File: src/rtl/uart_loader_pkg.sv
// Shared types for the UART boot loader.
//   - rx_state_t : receive FSM states of uart_rx
//   - ld_state_t : image loader FSM states of uart_loader
//   - make_word  : assembles a little-endian 16-bit word from two bytes
package uart_loader_pkg;

  localparam int DEFAULT_CLKS_PER_BIT = 104;  // 12 MHz / 115200

  typedef enum logic [2:0] {
    RX_IDLE,
    RX_START,
    RX_DATA,
    RX_STOP,
    RX_BREAK
  } rx_state_t;

  typedef enum logic [2:0] {
    LD_LEN_LO,
    LD_LEN_HI,
    LD_DAT_LO,
    LD_DAT_HI,
    LD_WRITE,
    LD_DONE
  } ld_state_t;

  function automatic logic [15:0] make_word(input logic [7:0] lo, input logic [7:0] hi);
    return {hi, lo};
  endfunction

endpackage

File: src/rtl/uart_rx.sv
// 8N1 UART receiver with a 2-flop input synchronizer.
//   state    | meaning
//   RX_IDLE  | line idle, waiting for a low level
//   RX_START | half a bit into the start bit, then recheck (glitch filter)
//   RX_DATA  | sampling 8 data bits, LSB first, one per bit time
//   RX_STOP  | sampling the stop bit
//   RX_BREAK | stop bit was low; wait for the line to return high
// Ports:
//   clk_i, rst_i   clock, async active-high reset
//   rx_i           raw serial input (async to clk_i)
//   byte_o         last good byte (held)
//   byte_valid_o   one-cycle pulse when byte_o is updated
//   frame_err_o    sticky, set when a stop bit is sampled low
module uart_rx
  import uart_loader_pkg::*;
#(
  parameter int CLKS_PER_BIT = DEFAULT_CLKS_PER_BIT
) (
  input  logic       clk_i,
  input  logic       rst_i,
  input  logic       rx_i,
  output logic [7:0] byte_o,
  output logic       byte_valid_o,
  output logic       frame_err_o
);

  localparam int CNT_W = $clog2(CLKS_PER_BIT);
  localparam logic [CNT_W-1:0] BIT_LOAD  = CNT_W'(CLKS_PER_BIT - 1);
  localparam logic [CNT_W-1:0] HALF_LOAD = CNT_W'(CLKS_PER_BIT / 2 - 1);

  rx_state_t        state, state_next;
  logic             rx_meta, rx_sync;
  logic [CNT_W-1:0] baud_cnt;
  logic [2:0]       bit_cnt;
  logic [7:0]       shift_q;
  logic             tick;
  logic             load_half, load_bit, shift_en, emit, set_err;

  assign tick = (baud_cnt == '0);

  always_ff @(posedge clk_i or posedge rst_i) begin
    if (rst_i) begin
      rx_meta <= 1'b1;
      rx_sync <= 1'b1;
    end else begin
      rx_meta <= rx_i;
      rx_sync <= rx_meta;
    end
  end

  always_ff @(posedge clk_i or posedge rst_i) begin
    if (rst_i) state <= RX_IDLE;
    else       state <= state_next;
  end

  always_comb begin
    state_next = state;
    load_half  = 1'b0;
    load_bit   = 1'b0;
    shift_en   = 1'b0;
    emit       = 1'b0;
    set_err    = 1'b0;
    case (state)
      RX_IDLE: begin
        if (!rx_sync) begin
          state_next = RX_START;
          load_half  = 1'b1;
        end
      end
      RX_START: begin
        if (tick) begin
          if (rx_sync) begin
            state_next = RX_IDLE;
          end else begin
            state_next = RX_DATA;
            load_bit   = 1'b1;
          end
        end
      end
      RX_DATA: begin
        if (tick) begin
          shift_en = 1'b1;
          load_bit = 1'b1;
          if (bit_cnt == 3'd7) state_next = RX_STOP;
        end
      end
      RX_STOP: begin
        if (tick) begin
          if (rx_sync) begin
            emit       = 1'b1;
            state_next = RX_IDLE;
          end else begin
            set_err    = 1'b1;
            state_next = RX_BREAK;
          end
        end
      end
      RX_BREAK: begin
        if (rx_sync) state_next = RX_IDLE;
      end
      default: state_next = RX_IDLE;
    endcase
  end

  always_ff @(posedge clk_i or posedge rst_i) begin
    if (rst_i) begin
      baud_cnt     <= '0;
      bit_cnt      <= '0;
      shift_q      <= '0;
      byte_o       <= '0;
      byte_valid_o <= 1'b0;
      frame_err_o  <= 1'b0;
    end else begin
      byte_valid_o <= emit;
      if (load_half)          baud_cnt <= HALF_LOAD;
      else if (load_bit)      baud_cnt <= BIT_LOAD;
      else if (baud_cnt != '0) baud_cnt <= baud_cnt - 1'b1;
      if (state == RX_START)  bit_cnt <= '0;
      else if (shift_en)      bit_cnt <= bit_cnt + 1'b1;
      if (shift_en)           shift_q <= {rx_sync, shift_q[7:1]};
      if (emit)               byte_o <= shift_q;
      if (set_err)            frame_err_o <= 1'b1;
    end
  end

endmodule

File: src/rtl/uart_loader.sv
// Boot-time program loader: receives a length-prefixed little-endian word
// image over UART and writes it to memory, holding the CPU in reset until
// the image is complete.
//   state     | meaning
//   LD_LEN_LO | waiting for the low byte of the word count N
//   LD_LEN_HI | waiting for the high byte of N
//   LD_DAT_LO | waiting for the low byte of the next word
//   LD_DAT_HI | waiting for the high byte of the next word
//   LD_WRITE  | one-cycle memory write strobe
//   LD_DONE   | image loaded, CPU released, further bytes ignored
// Ports:
//   clk_i, rst_i   clock, async active-high reset
//   uart_rx_i      serial input, idle high
//   mem_addr_o     word address of the current write
//   mem_data_o     word to write
//   mem_we_o       write strobe, one cycle per word
//   cpu_rst_o      1 holds the CPU in reset until the image is loaded
//   frame_err_o    sticky framing error from the receiver
module uart_loader
  import uart_loader_pkg::*;
#(
  parameter int CLKS_PER_BIT = DEFAULT_CLKS_PER_BIT,
  parameter int ADDR_WIDTH   = 16
) (
  input  logic                  clk_i,
  input  logic                  rst_i,
  input  logic                  uart_rx_i,
  output logic [ADDR_WIDTH-1:0] mem_addr_o,
  output logic [15:0]           mem_data_o,
  output logic                  mem_we_o,
  output logic                  cpu_rst_o,
  output logic                  frame_err_o
);

  logic [7:0]            rx_byte;
  logic                  rx_valid;
  ld_state_t             state, state_next;
  logic [15:0]           len_q;
  logic [7:0]            lo_q;
  logic [ADDR_WIDTH-1:0] idx_q;
  logic [15:0]           count_q;

  uart_rx #(
    .CLKS_PER_BIT(CLKS_PER_BIT)
  ) u_rx (
    .clk_i       (clk_i),
    .rst_i       (rst_i),
    .rx_i        (uart_rx_i),
    .byte_o      (rx_byte),
    .byte_valid_o(rx_valid),
    .frame_err_o (frame_err_o)
  );

  always_ff @(posedge clk_i or posedge rst_i) begin
    if (rst_i) state <= LD_LEN_LO;
    else       state <= state_next;
  end

  always_comb begin
    state_next = state;
    mem_we_o   = 1'b0;
    cpu_rst_o  = 1'b1;
    case (state)
      LD_LEN_LO: if (rx_valid) state_next = LD_LEN_HI;
      LD_LEN_HI: begin
        if (rx_valid) state_next = ({rx_byte, len_q[7:0]} == 16'd0) ? LD_DONE : LD_DAT_LO;
      end
      LD_DAT_LO: if (rx_valid) state_next = LD_DAT_HI;
      LD_DAT_HI: if (rx_valid) state_next = LD_WRITE;
      LD_WRITE: begin
        mem_we_o   = 1'b1;
        // count_q still holds the number of words written before this one
        state_next = (count_q + 16'd1 == len_q) ? LD_DONE : LD_DAT_LO;
      end
      LD_DONE:  cpu_rst_o = 1'b0;
      default:  state_next = LD_LEN_LO;
    endcase
  end

  always_ff @(posedge clk_i or posedge rst_i) begin
    if (rst_i) begin
      len_q      <= '0;
      lo_q       <= '0;
      idx_q      <= '0;
      count_q    <= '0;
      mem_addr_o <= '0;
      mem_data_o <= '0;
    end else begin
      case (state)
        LD_LEN_LO: if (rx_valid) len_q[7:0]  <= rx_byte;
        LD_LEN_HI: if (rx_valid) len_q[15:8] <= rx_byte;
        LD_DAT_LO: if (rx_valid) lo_q        <= rx_byte;
        LD_DAT_HI: begin
          if (rx_valid) begin
            mem_data_o <= make_word(lo_q, rx_byte);
            mem_addr_o <= idx_q;
          end
        end
        LD_WRITE: begin
          idx_q   <= idx_q + 1'b1;
          count_q <= count_q + 16'd1;
        end
        default: ;
      endcase
    end
  end

endmodule
File: config.mk
export PLATFORM = sky130hd
export DESIGN_NAME = uart_loader
export DESIGN_NICKNAME = d
export VERILOG_FILES = /design/src/rtl/uart_loader_pkg.sv /design/src/rtl/uart_rx.sv /design/src/rtl/uart_loader.sv
export SDC_FILE = /design/constraint.sdc
export NUM_CORES = 1
export LEC_CHECK = 0
export ABC_AREA = 0
export BUFFER_PORTS_ARGS = -buffer_cell sky130_fd_sc_hd__clkbuf_2
export CORE_ASPECT_RATIO = 1.75
export CORE_MARGIN = 5
export CORE_UTILIZATION = 32
export CTS_CLUSTER_DIAMETER = 100
export DETAILED_ROUTE_END_ITERATION = 6
export SLEW_MARGIN = 20
export SYNTH_ARGS = -nofsm -noshare
export SYNTH_HDL_FRONTEND = slang
export SYNTH_HIERARCHICAL = 1
export SYNTH_SLANG_ARGS = --single-unit
File: constraint.sdc
create_clock -name clk_i -period 3.7 [get_ports clk_i]
set_clock_uncertainty 0.15 [all_clocks]
set_input_delay 0.555 -clock clk_i [delete_from_list [all_inputs] [get_ports clk_i]]
set_output_delay 0.555 -clock clk_i [all_outputs]
set_load 0.03 [all_outputs]
==> results.sh, run 1 <==
export IMPL_placedCellCount=720
export IMPL_dominantRegCellSynth="dfrtp_1"
export IMPL_syn_to_final_growth_pct=18.01
export IMPL_core_um2=17540
export IMPL_grt_pass1_wl_um=20590
export IMPL_end_kind="primary output"
export IMPL_post_synth_num_cell_types=57
export IMPL_status="finished, final reports clean"
export IMPL_first_pass_iters=4
export IMPL_cts_tree="done"
export IMPL_numCtsBuffers=17
export IMPL_die_x_um=111.1
export IMPL_fin_crit_sh_pct=72.49
export IMPL_crit_path_max_fanout=14
export IMPL_portBuffers=37
export IMPL_total_power_mw=3.118
export IMPL_avgRoutedWirePerCell_um=16.29
export IMPL_start_kind="flop"
export IMPL_io_pins=38
export IMPL_stdcell_count=752
export IMPL_pwr_share_clk_pct=55.4
export IMPL_cts_buffer_depth=2
export IMPL_synth_nets=479
export IMPL_intPower_mw=2.395
export IMPL_yosysWarningCount=6
export IMPL_start_util_pct=32.65
export IMPL_std_cell_rows=64
export IMPL_ys_ff_latch=124
export IMPL_clock_sinks=124
export IMPL_clk_pin_slew_worst_paths_ns=0.06
export IMPL_synth_seq_area_share_pct=54.24
export IMPL_syn_inst=470
export IMPL_synth_edf_count=0
export IMPL_max_cap_viol_count=0
export IMPL_avgSynthCellArea_um2=12.18
export IMPL_drcViolationCount=0
export IMPL_synthMuxAreaShare_pct=14.16
export IMPL_synthSimpleGateAreaFrac_pct=13.35
export IMPL_dr_first_iter_drc_count=106
export IMPL_ant_nets=0
export IMPL_wl_um=12250
export IMPL_synth_common_cells="dfrtp_1, mux2_2, xnor2_1"
export IMPL_htree_levels=4
export IMPL_power_density_nw_per_um2=461.5
export IMPL_critPathRequiredTime_ns=2.99
export IMPL_max_freq_ghz=0.3729
export IMPL_rsz0062_at_grt="false"
export IMPL_synth_top_area_cell="dfrtp_1"
export IMPL_grt_overflow=0
export IMPL_die_area_um2=20770
export IMPL_antenna_found_initial=0
export IMPL_finalSetupViolations=0
export IMPL_fin_ws_ns=1.018
export IMPL_viasPerCell=4.972
export IMPL_final_area_um2=6756
export IMPL_hold_viol=0
export IMPL_synthAdderAreaFrac_pct=1.311
export IMPL_seq_power_share_pct=43.6
export IMPL_arrival_ns=1.98
export IMPL_max_slew_margin_rel_pct=41.26
export IMPL_grt_pass1_vias=4017
export IMPL_p_leak_nw=3.262
export IMPL_hold_buffers=0
export IMPL_synth_area_um2=5725
export IMPL_track_usage_pct=12.34
export IMPL_hold_path_class="in -> reg"
export IMPL_dr_total_vias=3739
export IMPL_pre_cts_slack_ns=1.264
export IMPL_place_congestion=0.9392
export IMPL_sw_frac_of_total_pct=23.20
export IMPL_synth_most_common_cell="dfrtp_1"
export IMPL_ctsResizeCount=0
export IMPL_place_area_um2=6137
export IMPL_synth_top_family_by_area="multiplexers"
export IMPL_ys_top_cells_by_area="dfrtp_1, mux2_2, xnor2_1"
export IMPL_cts_root_buf="clkbuf_16"
export IMPL_power_switching_uw=723.5
export IMPL_setup_tns_ns=0
export IMPL_clock_latency_ns=0.41
export IMPL_nets=517
export IMPL_diodes=0
export IMPL_crit_type="reg -> out"
export IMPL_grt_max_degree=51
export IMPL_synth_xor_area_share_pct=9.266
export IMPL_synth_compound_area_share_pct=5.245
export IMPL_hpwl_um=9181
export IMPL_post_route_min_period_ns=2.682
export IMPL_synthArstFlopShare_pct=100.0
export IMPL_combPwrFrac_pct=1.0
export IMPL_drive_gt1_share_pct=31.67
export IMPL_tightest_slew_ns=0.8811
export IMPL_synth_top_cell_area_share_pct=53.32
export IMPL_die_y_um=187.0
export IMPL_post_cts_setup_buffers=0
export IMPL_drv_slew=0
export IMPL_worst_ir_drop_vdd_mv=0.2662
[sequential cells by signal, summed over array words and instances (netlist names), 3 cells and up]
signal / count
u_rx/shift_q: 8
idx_q: 16
count_q: 16
u_rx/baud_cnt: 7
mem_data_o: 16
mem_addr_o: 16
u_rx/bit_cnt: 3
len_q: 16
state: 3
lo_q: 8
u_rx/state: 3
u_rx/byte_o: 8
[cell usage in the layout, fill, tap and decap left out, drive strengths merged, types with 2 or more instances in the layout]
cell type,instances
xnor2,37
a211o,2
nand4,17
buf,5
nor4,10
xor2,21
a31oi,3
clkbuf,54
a21oi,4
nor3b,2
inv,19
dfrtp,122
and3,4
nand3,17
nand2b,3
a211oi,2
nor2b,4
nand3b,5
dfstp,2
a22o,3
o211ai,4
o21a,3
clkinv,4
o21ai,8
ha,6
a22oi,3
mux2,72
nor3,10
o41ai,3
or3,2
nand2,27
nor2,24
or2,3
bufinv,2
or4,4
[power groups by stage]
stage	registers, mW	clock network, mW	logic (mW)
after floorplan	1.38	0	0.0225
after global placement	1.38	0	0.0330
after detailed placement	1.38	0	0.0340
after CTS	1.36	1.77	0.0338
after global routing	1.36	1.83	0.0390
final	1.36	1.73	0.0315
[cells by family (layout without fill, tap and decap cells)]
group                    count (synthesis)  count (layout)
AO/OA/AOI/OAI                           41              41
XOR/XNOR                                59              59
adder cells (fa/ha/maj)                  6               6
buffers and inverters                   33              84
flip-flops                             124             124
multiplexers                            72              72
AND/OR/NAND/NOR                        135             135
[through the flow]
step	utilization, %	hold WS, ns
2_1_floorplan	-	0.1952
3_3_place_gp	35.00	0.1966
3_5_place_dp	35.00	0.1968
4_1_cts	38.53	0.04944
5_1_grt	38.53	0.05364
6_report	38.53	0.07457
[cell type report]
| class | instances | area [um^2] |
|---|---|---|
| fillers | 1649 | 10780 |
| flip-flops and latches | 124 | 3105 |
| multi-input cells | 313 | 2481 |
| clock buffers | 17 | 425.4 |
| well taps | 231 | 289.0 |
| repair buffers | 42 | 222.7 |
| clock inverters | 15 | 193.9 |
| inverters | 10 | 38.79 |
[layer usage]
metal | track usage [%] | routed length, um | vias to the layer above
met2 | 23.83 | 7088 | 75
met4 | 5.152 | 354 | 0
li1 | - | - | 1757
met3 | 3.334 | 394 | 20
met5 | 0 | 0 | -
met1 | 12.18 | 4413 | 1887
[worst paths after layout]
check / from / to / slack, ns / cells after the start
min in group asynchronous: rst_i / u_rx/byte_o[2]$_DFFE_PP0P_ / 0.10 / 3
setup / recovery: state[1]$_DFFE_PP0P_ / mem_we_o / 1.02 / 3
max in group asynchronous: rst_i / idx_q[4]$_DFFE_PP0P_ / 2.41 / 3
hold reg to reg: u_rx/rx_meta$_DFF_PP1_ / u_rx/rx_sync$_DFF_PP1_ / 0.21 / 0
hold / removal: uart_rx_i / u_rx/rx_meta$_DFF_PP1_ / 0.07 / 1
setup reg to reg: count_q[0]$_DFFE_PP0P_ / state[0]$_DFFE_PP0P_ / 1.24 / 7
[worst max-delay path, stage by stage, from the launching register on]
cell and delay (ns):
dfrtp_1 0.48, or3_1 0.54, inv_2 0.27, clkbuf_2 0.27
Power figures use the tool's default switching activity.
==> run 2: changes to the inputs <==
ABC_AREA = 1   (was 0)
clock period = 2.5 ns   (was 3.7 ns; I/O delays follow)
==> run 2 against run 1 <==
Effect of this change: non-clock buffer count grew 7; sequential share of layout area shrank 3.0 points; count of clock-buffer cells in the layout grew 2; first-iteration DRC count grew 57%; routed wire length grew 14%; critical endpoint is now state[1]$_DFFE_PP0P_; largest power group unchanged; highest routed layer unchanged.
==> results.sh, run 2 <==
export IMPL_status="finished, final reports clean"
export IMPL_core_um2=18660
export IMPL_stdcell_count=1031
export IMPL_nets=789
export IMPL_avgSynthCellArea_um2=8.381
export IMPL_cts_buffer_depth=2
export IMPL_crit_path_max_fanout=4
export IMPL_worst_ir_drop_vdd_mv=0.4547
export IMPL_placedCellCount=997
export IMPL_combPwrFrac_pct=1.1
export IMPL_r2r_slack_ns=0.43
export IMPL_grt_pass1_wl_um=23650
export IMPL_pwr_share_clk_pct=54.8
export IMPL_grt_overflow=0
export IMPL_ant_nets=0
export IMPL_drive_gt1_share_pct=16.39
export IMPL_dominantRegCellSynth="dfrtp_1"
export IMPL_end_kind="flop"
export IMPL_synth_common_cells="nand2_1, dfrtp_1, inv_1"
export IMPL_avgRoutedWirePerCell_um=13.56
export IMPL_final_common_cell="nand2_1"
export IMPL_p_leak_nw=3.541
export IMPL_synth_most_common_cell="nand2_1"
export IMPL_synthArstFlopShare_pct=100.0
export IMPL_htree_levels=4
export IMPL_synth_seq_area_share_pct=50.97
export IMPL_syn_inst=727
export IMPL_portBuffers=37
export IMPL_max_slew_margin_rel_pct=54.76
export IMPL_antenna_found_initial=0
export IMPL_synth_area_um2=6093
export IMPL_io_pins=38
export IMPL_fin_ws_ns=0.4301
export IMPL_drv_slew=0
export IMPL_hold_path_class="reg -> reg"
export IMPL_ys_top_cells_by_area="dfrtp_1, nand2_1, o21ai_0"
export IMPL_critPathRequiredTime_ns=2.65
export IMPL_start_util_pct=32.65
export IMPL_grt_max_degree=92
export IMPL_hpwl_um=10770
export IMPL_first_pass_iters=4
export IMPL_numCtsBuffers=17
export IMPL_max_cap_viol_count=0
export IMPL_sw_frac_of_total_pct=20.71
export IMPL_post_route_min_period_ns=2.070
export IMPL_syn_to_final_growth_pct=18.67
export IMPL_drcViolationCount=0
export IMPL_pre_cts_slack_ns=0.4309
export IMPL_total_power_mw=4.563
export IMPL_synth_nets=736
export IMPL_finalSetupViolations=0
export IMPL_cts_tree="done"
export IMPL_fin_crit_sh_pct=82.80
export IMPL_ctsResizeCount=0
export IMPL_setup_tns_ns=0
export IMPL_crit_type="reg -> reg"
export IMPL_seq_power_share_pct=44.1
export IMPL_dr_total_vias=4827
export IMPL_viasPerCell=4.682
export IMPL_wl_um=13980
export IMPL_start_kind="flop"
export IMPL_final_cell_mix="nand2_1, dfrtp_1, inv_1, o21ai_0, nand3_1"
export IMPL_rsz0062_at_grt="false"
export IMPL_tightest_slew_ns=0.6762
export IMPL_synth_edf_count=0
export IMPL_ys_ff_latch=124
export IMPL_power_switching_uw=944.9
export IMPL_cts_root_buf="clkbuf_16"
export IMPL_place_congestion=0.8825
export IMPL_std_cell_rows=66
export IMPL_die_x_um=114.3
export IMPL_yosysWarningCount=6
export IMPL_max_freq_ghz=0.4831
export IMPL_track_usage_pct=13.80
export IMPL_die_y_um=192.5
export IMPL_clk_pin_slew_worst_paths_ns=0.06
export IMPL_intPower_mw=3.618
export IMPL_die_area_um2=22010
export IMPL_arrival_ns=2.22
export IMPL_power_density_nw_per_um2=631.0
export IMPL_grt_pass1_vias=4768
export IMPL_synth_top_area_cell="dfrtp_1"
export IMPL_post_synth_num_cell_types=33
export IMPL_diodes=0
export IMPL_hold_viol=0
export IMPL_clock_latency_ns=0.42
export IMPL_dr_first_iter_drc_count=166
export IMPL_clock_sinks=124
export IMPL_synth_top_cell_area_share_pct=50.10
## run 2: cell types whose count changed in the layout (fill, tap and decap cells not counted), sizes merged, moves of 5 or more
cell / delta
buf: +5
nand3: +51
inv: +74
mux2: -60
nor3: -5
o21ai: +79
nand2: +189
nor4: -8
xnor2: -37
nor2: +23
## run 2: cell type report
cell class,count,area (um^2)
clock inverters,13,166.4
clock buffers,19,442.9
multi-input cells,495,2572
fillers,1934,11430
well taps,238,297.8
inverters,93,352.8
repair buffers,49,292.8
flip-flops and latches,124,3105
## run 2: routing by layer
| metal | GRT usage, % | vias to the layer above | part of all wire (%) |
|---|---|---|---|
| li1 | - | 2455 | - |
| met1 | 14.10 | 2273 | 38 |
| met2 | 24.82 | 66 | 55 |
| met3 | 3.138 | 33 | 2.8 |
| met4 | 8.962 | 0 | 4.4 |
| met5 | 0 | - | 0 |
## run 2: path summary, 6_finish.rpt
check                                            start                           end  cells past startpoint
worst max register to register  count_q[1]$_DFFE_PP0P_          state[1]$_DFFE_PP0P_                     12
worst min register to register  u_rx/rx_meta$_DFF_PP1_        u_rx/rx_sync$_DFF_PP1_                      0
max in group asynchronous                        rst_i         idx_q[13]$_DFFE_PP0P_                      4
worst min-delay path            u_rx/rx_meta$_DFF_PP1_        u_rx/rx_sync$_DFF_PP1_                      0
worst max-delay path            count_q[1]$_DFFE_PP0P_          state[1]$_DFFE_PP0P_                     12
min in group asynchronous                        rst_i  u_rx/baud_cnt[5]$_DFFE_PP0P_                      4
## run 2: worst max-delay path, cell delays in order, from the launching register on
cell and delay (ns):
dfrtp_1 0.40, ha_1 0.24, nand3_1 0.16, nor2_2 0.21, nand3_1 0.12, nand2_1 0.09
nand3_1 0.06, nand2_1 0.12, nand2_1 0.06, nor2_1 0.12, nand3_1 0.11, nand2_1 0.07
nand2_1 0.04
## run 2: what timing repair did
item | CTS | global route
setup buffers | 0 | 0
endpoints found under the hold margin | 123 | 0
hold buffers | 2 | 0
## run 2: stage by stage
step / hold WS [ns] / area, um^2 / utilization (%)
4_1_cts: 0.2098 / 7231 / 38.74
3_5_place_dp: 0.1973 / 6601 / 35.37
6_report: 0.2079 / 7231 / 38.74
3_3_place_gp: 0.1957 / 6601 / 35.37
2_1_floorplan: 0.1952 / 6097 / -
5_1_grt: 0.2161 / 7231 / 38.74
## run 2: power by group through the flow
| stage | Sequential (mW) | Clock [mW] | Combinational, mW |
|---|---|---|---|
| 5_1_grt | 2.01 | 2.65 | 0.0603 |
| 3_5_place_dp | 2.05 | 0 | 0.0514 |
| 6_report | 2.01 | 2.50 | 0.0494 |
| 3_3_place_gp | 2.05 | 0 | 0.0516 |
| 2_1_floorplan | 2.05 | 0 | 0.0312 |
| 4_1_cts | 2.01 | 2.56 | 0.0538 |
## run 2: kinds of logic (layout without fill, tap and decap cells)
group,Yosys count,count (layout),synth area share (%)
AND/OR/NAND/NOR,363,363,27.62
XOR/XNOR,18,18,2.587
adder cells (fa/ha/maj),6,6,1.232
AO/OA/AOI/OAI,96,96,8.522
flip-flops,124,124,50.97
multiplexers,12,12,2.218
buffers and inverters,108,174,6.858
==> run 3: changes to the inputs <==
clock period = 2.13 ns   (was 2.5 ns; I/O delays follow)
==> run 3 against run 2 <==
Effect of this change: first-iteration DRC count grew 51%; combinational power grew 18%; largest power group unchanged; routed wire length grew 2.8%; die area is the same.
==> results.sh, run 3 (synthesized netlist as in run 2, its figures left out) <==
export IMPL_post_route_min_period_ns=1.970
export IMPL_grt_max_degree=92
export IMPL_portBuffers=37
export IMPL_seq_power_share_pct=43.1
export IMPL_track_usage_pct=14.23
export IMPL_ant_nets=0
export IMPL_antenna_found_initial=0
export IMPL_stdcell_count=1034
export IMPL_grtUsageMet1_pct=14.54
export IMPL_start_util_pct=32.65
export IMPL_die_x_um=114.3
export IMPL_grt_pass1_wl_um=24440
export IMPL_r2r_slack_ns=0.21
export IMPL_final_common_cell="nand2_1"
export IMPL_die_area_um2=22010
export IMPL_met3_usage_pct=3.138
export IMPL_power_switching_mw=1.070
export IMPL_critPathRequiredTime_ns=1.66
export IMPL_combPwrFrac_pct=1.1
export IMPL_pre_cts_slack_ns=0.07842
export IMPL_io_pins=38
export IMPL_std_cell_rows=66
export IMPL_critPathSlowestCell="dfrtp_1"
export IMPL_max_slew_margin_rel_pct=67.45
export IMPL_place_congestion=0.9166
export IMPL_cts_root_buf="clkbuf_16"
export IMPL_htree_levels=4
export IMPL_grt_overflow=0
export IMPL_drv_slew=0
export IMPL_max_freq_ghz=0.5077
export IMPL_p_leak_nw=3.571
export IMPL_status="finished, final reports clean"
export IMPL_cp_cell_sequence="inv_1 > nor3_1 > inv_1 > clkbuf_2"
export IMPL_drive_gt1_share_pct=17.59
export IMPL_nets=792
export IMPL_max_cap_viol_count=0
export IMPL_placedCellCount=996
export IMPL_power_density_nw_per_um2=748.9
export IMPL_grt_busiest_layer="met2"
export IMPL_dr_first_iter_drc_count=251
export IMPL_wl_um=14370
export IMPL_final_cell_mix="nand2_1, dfrtp_1, inv_1, o21ai_0, nand3_1"
export IMPL_hpwl_um=10950
export IMPL_numCtsBuffers=17
export IMPL_end_kind="primary output"
export IMPL_core_um2=18660
export IMPL_hold_path_class="reg -> reg"
export IMPL_finalSetupViolations=0
export IMPL_crit_type="reg -> out"
export IMPL_diodes=0
export IMPL_tightest_slew_ns=0.4871
export IMPL_hold_viol=0
export IMPL_crit_path_max_fanout=5
export IMPL_fin_ws_ns=0.1602
export IMPL_drcViolationCount=0
export IMPL_first_pass_iters=4
export IMPL_avgRoutedWirePerCell_um=13.89
export IMPL_intPower_mw=4.415
export IMPL_syn_to_final_growth_pct=20.21
export IMPL_arrival_ns=1.50
export IMPL_critical_path_max_stage_delay_ns=0.42
export IMPL_die_y_um=192.5
export IMPL_dr_total_vias=4860
export IMPL_fin_crit_sh_pct=92.48
export IMPL_gr_usage_met2_pct=25.77
export IMPL_worst_ir_drop_vdd_mv=0.5088
export IMPL_clk_pin_slew_worst_paths_ns=0.06
export IMPL_clock_sinks=124
export IMPL_grt_pass1_vias=4978
export IMPL_pwr_share_clk_pct=55.9
export IMPL_cts_tree="done"
export IMPL_crit_top_cell="inv_1"
export IMPL_sw_frac_of_total_pct=19.51
export IMPL_clock_latency_ns=0.41
export IMPL_cts_buffer_depth=2
export IMPL_start_kind="flop"
export IMPL_viasPerCell=4.700
==> run 3: power groups by stage <==
stage / Clock [mW] / Sequential, mW / Combinational [mW]
final: 3.06 / 2.36 / 0.0585
after global routing: 3.24 / 2.36 / 0.0710
after CTS: 3.13 / 2.36 / 0.0632
after detailed placement: 0 / 2.40 / 0.0600
after global placement: 0 / 2.40 / 0.0603
after floorplan: 0 / 2.40 / 0.0367
==> run 3: through the flow <==
| step | utilization, % | setup TNS, ns | hold slack, ns | total power [mW] | area (um^2) |
|---|---|---|---|---|---|
| floorplan | - | 0 | 0.1740 | 2.441 | 6097 |
| global placement | 35.40 | 0 | 0.1958 | 2.464 | 6606 |
| detailed placement | 35.40 | 0 | 0.1988 | 2.464 | 6606 |
| CTS | 38.91 | 0 | 0.2069 | 5.558 | 7262 |
| global route | 39.25 | -0.01654 | 0.2132 | 5.671 | 7325 |
| finish | 39.25 | 0 | 0.2059 | 5.485 | 7325 |
==> run 3: what timing repair did <==
item | in CTS | in global routing
setup buffers | 0 | 4
endpoints found under the hold margin | 123 | 0
setup endpoints to repair | 0 | 4
hold buffers | 2 | 0
gates resized for setup | 0 | 9
==> run 3: metal layers <==
layer | wire [um] | vias to the layer above
li1 | - | 2456
met1 | 5378 | 2290
met2 | 7878 | 79
met3 | 415 | 35
met4 | 694 | 0
met5 | 0 | -
==> run 3: path summary, 6_finish.rpt <==
kind	start	end	cells after the start
min reg2reg	u_rx/rx_meta$_DFF_PP1_	u_rx/rx_sync$_DFF_PP1_	0
max in group asynchronous	rst_i	state[2]$_DFFE_PP0P_	4
min in group asynchronous	rst_i	u_rx/baud_cnt[5]$_DFFE_PP0P_	4
max reg2reg	count_q[1]$_DFFE_PP0P_	state[2]$_DFFE_PP0P_	13
min	u_rx/rx_meta$_DFF_PP1_	u_rx/rx_sync$_DFF_PP1_	0
max	state[0]$_DFFE_PP0P_	cpu_rst_o	4
==> run 3: critical path: cells and delay by family, from the launching register on <==
kind,cells,cell delay [ns]
buf+inv,3,0.39
simple gates,1,0.27
flops,1,0.42
==> run 3: layout make-up <==
| class | instances | area, um^2 |
|---|---|---|
| Fill cell | 1954 | 11340 |
| Timing Repair Buffer | 52 | 327.8 |
| Clock inverter | 11 | 165.2 |
| Multi-Input combinational cell | 495 | 2603 |
| Inverter | 93 | 352.8 |
| Tap cell | 238 | 297.8 |
| Clock buffer | 21 | 470.5 |
| Sequential cell | 124 | 3108 |
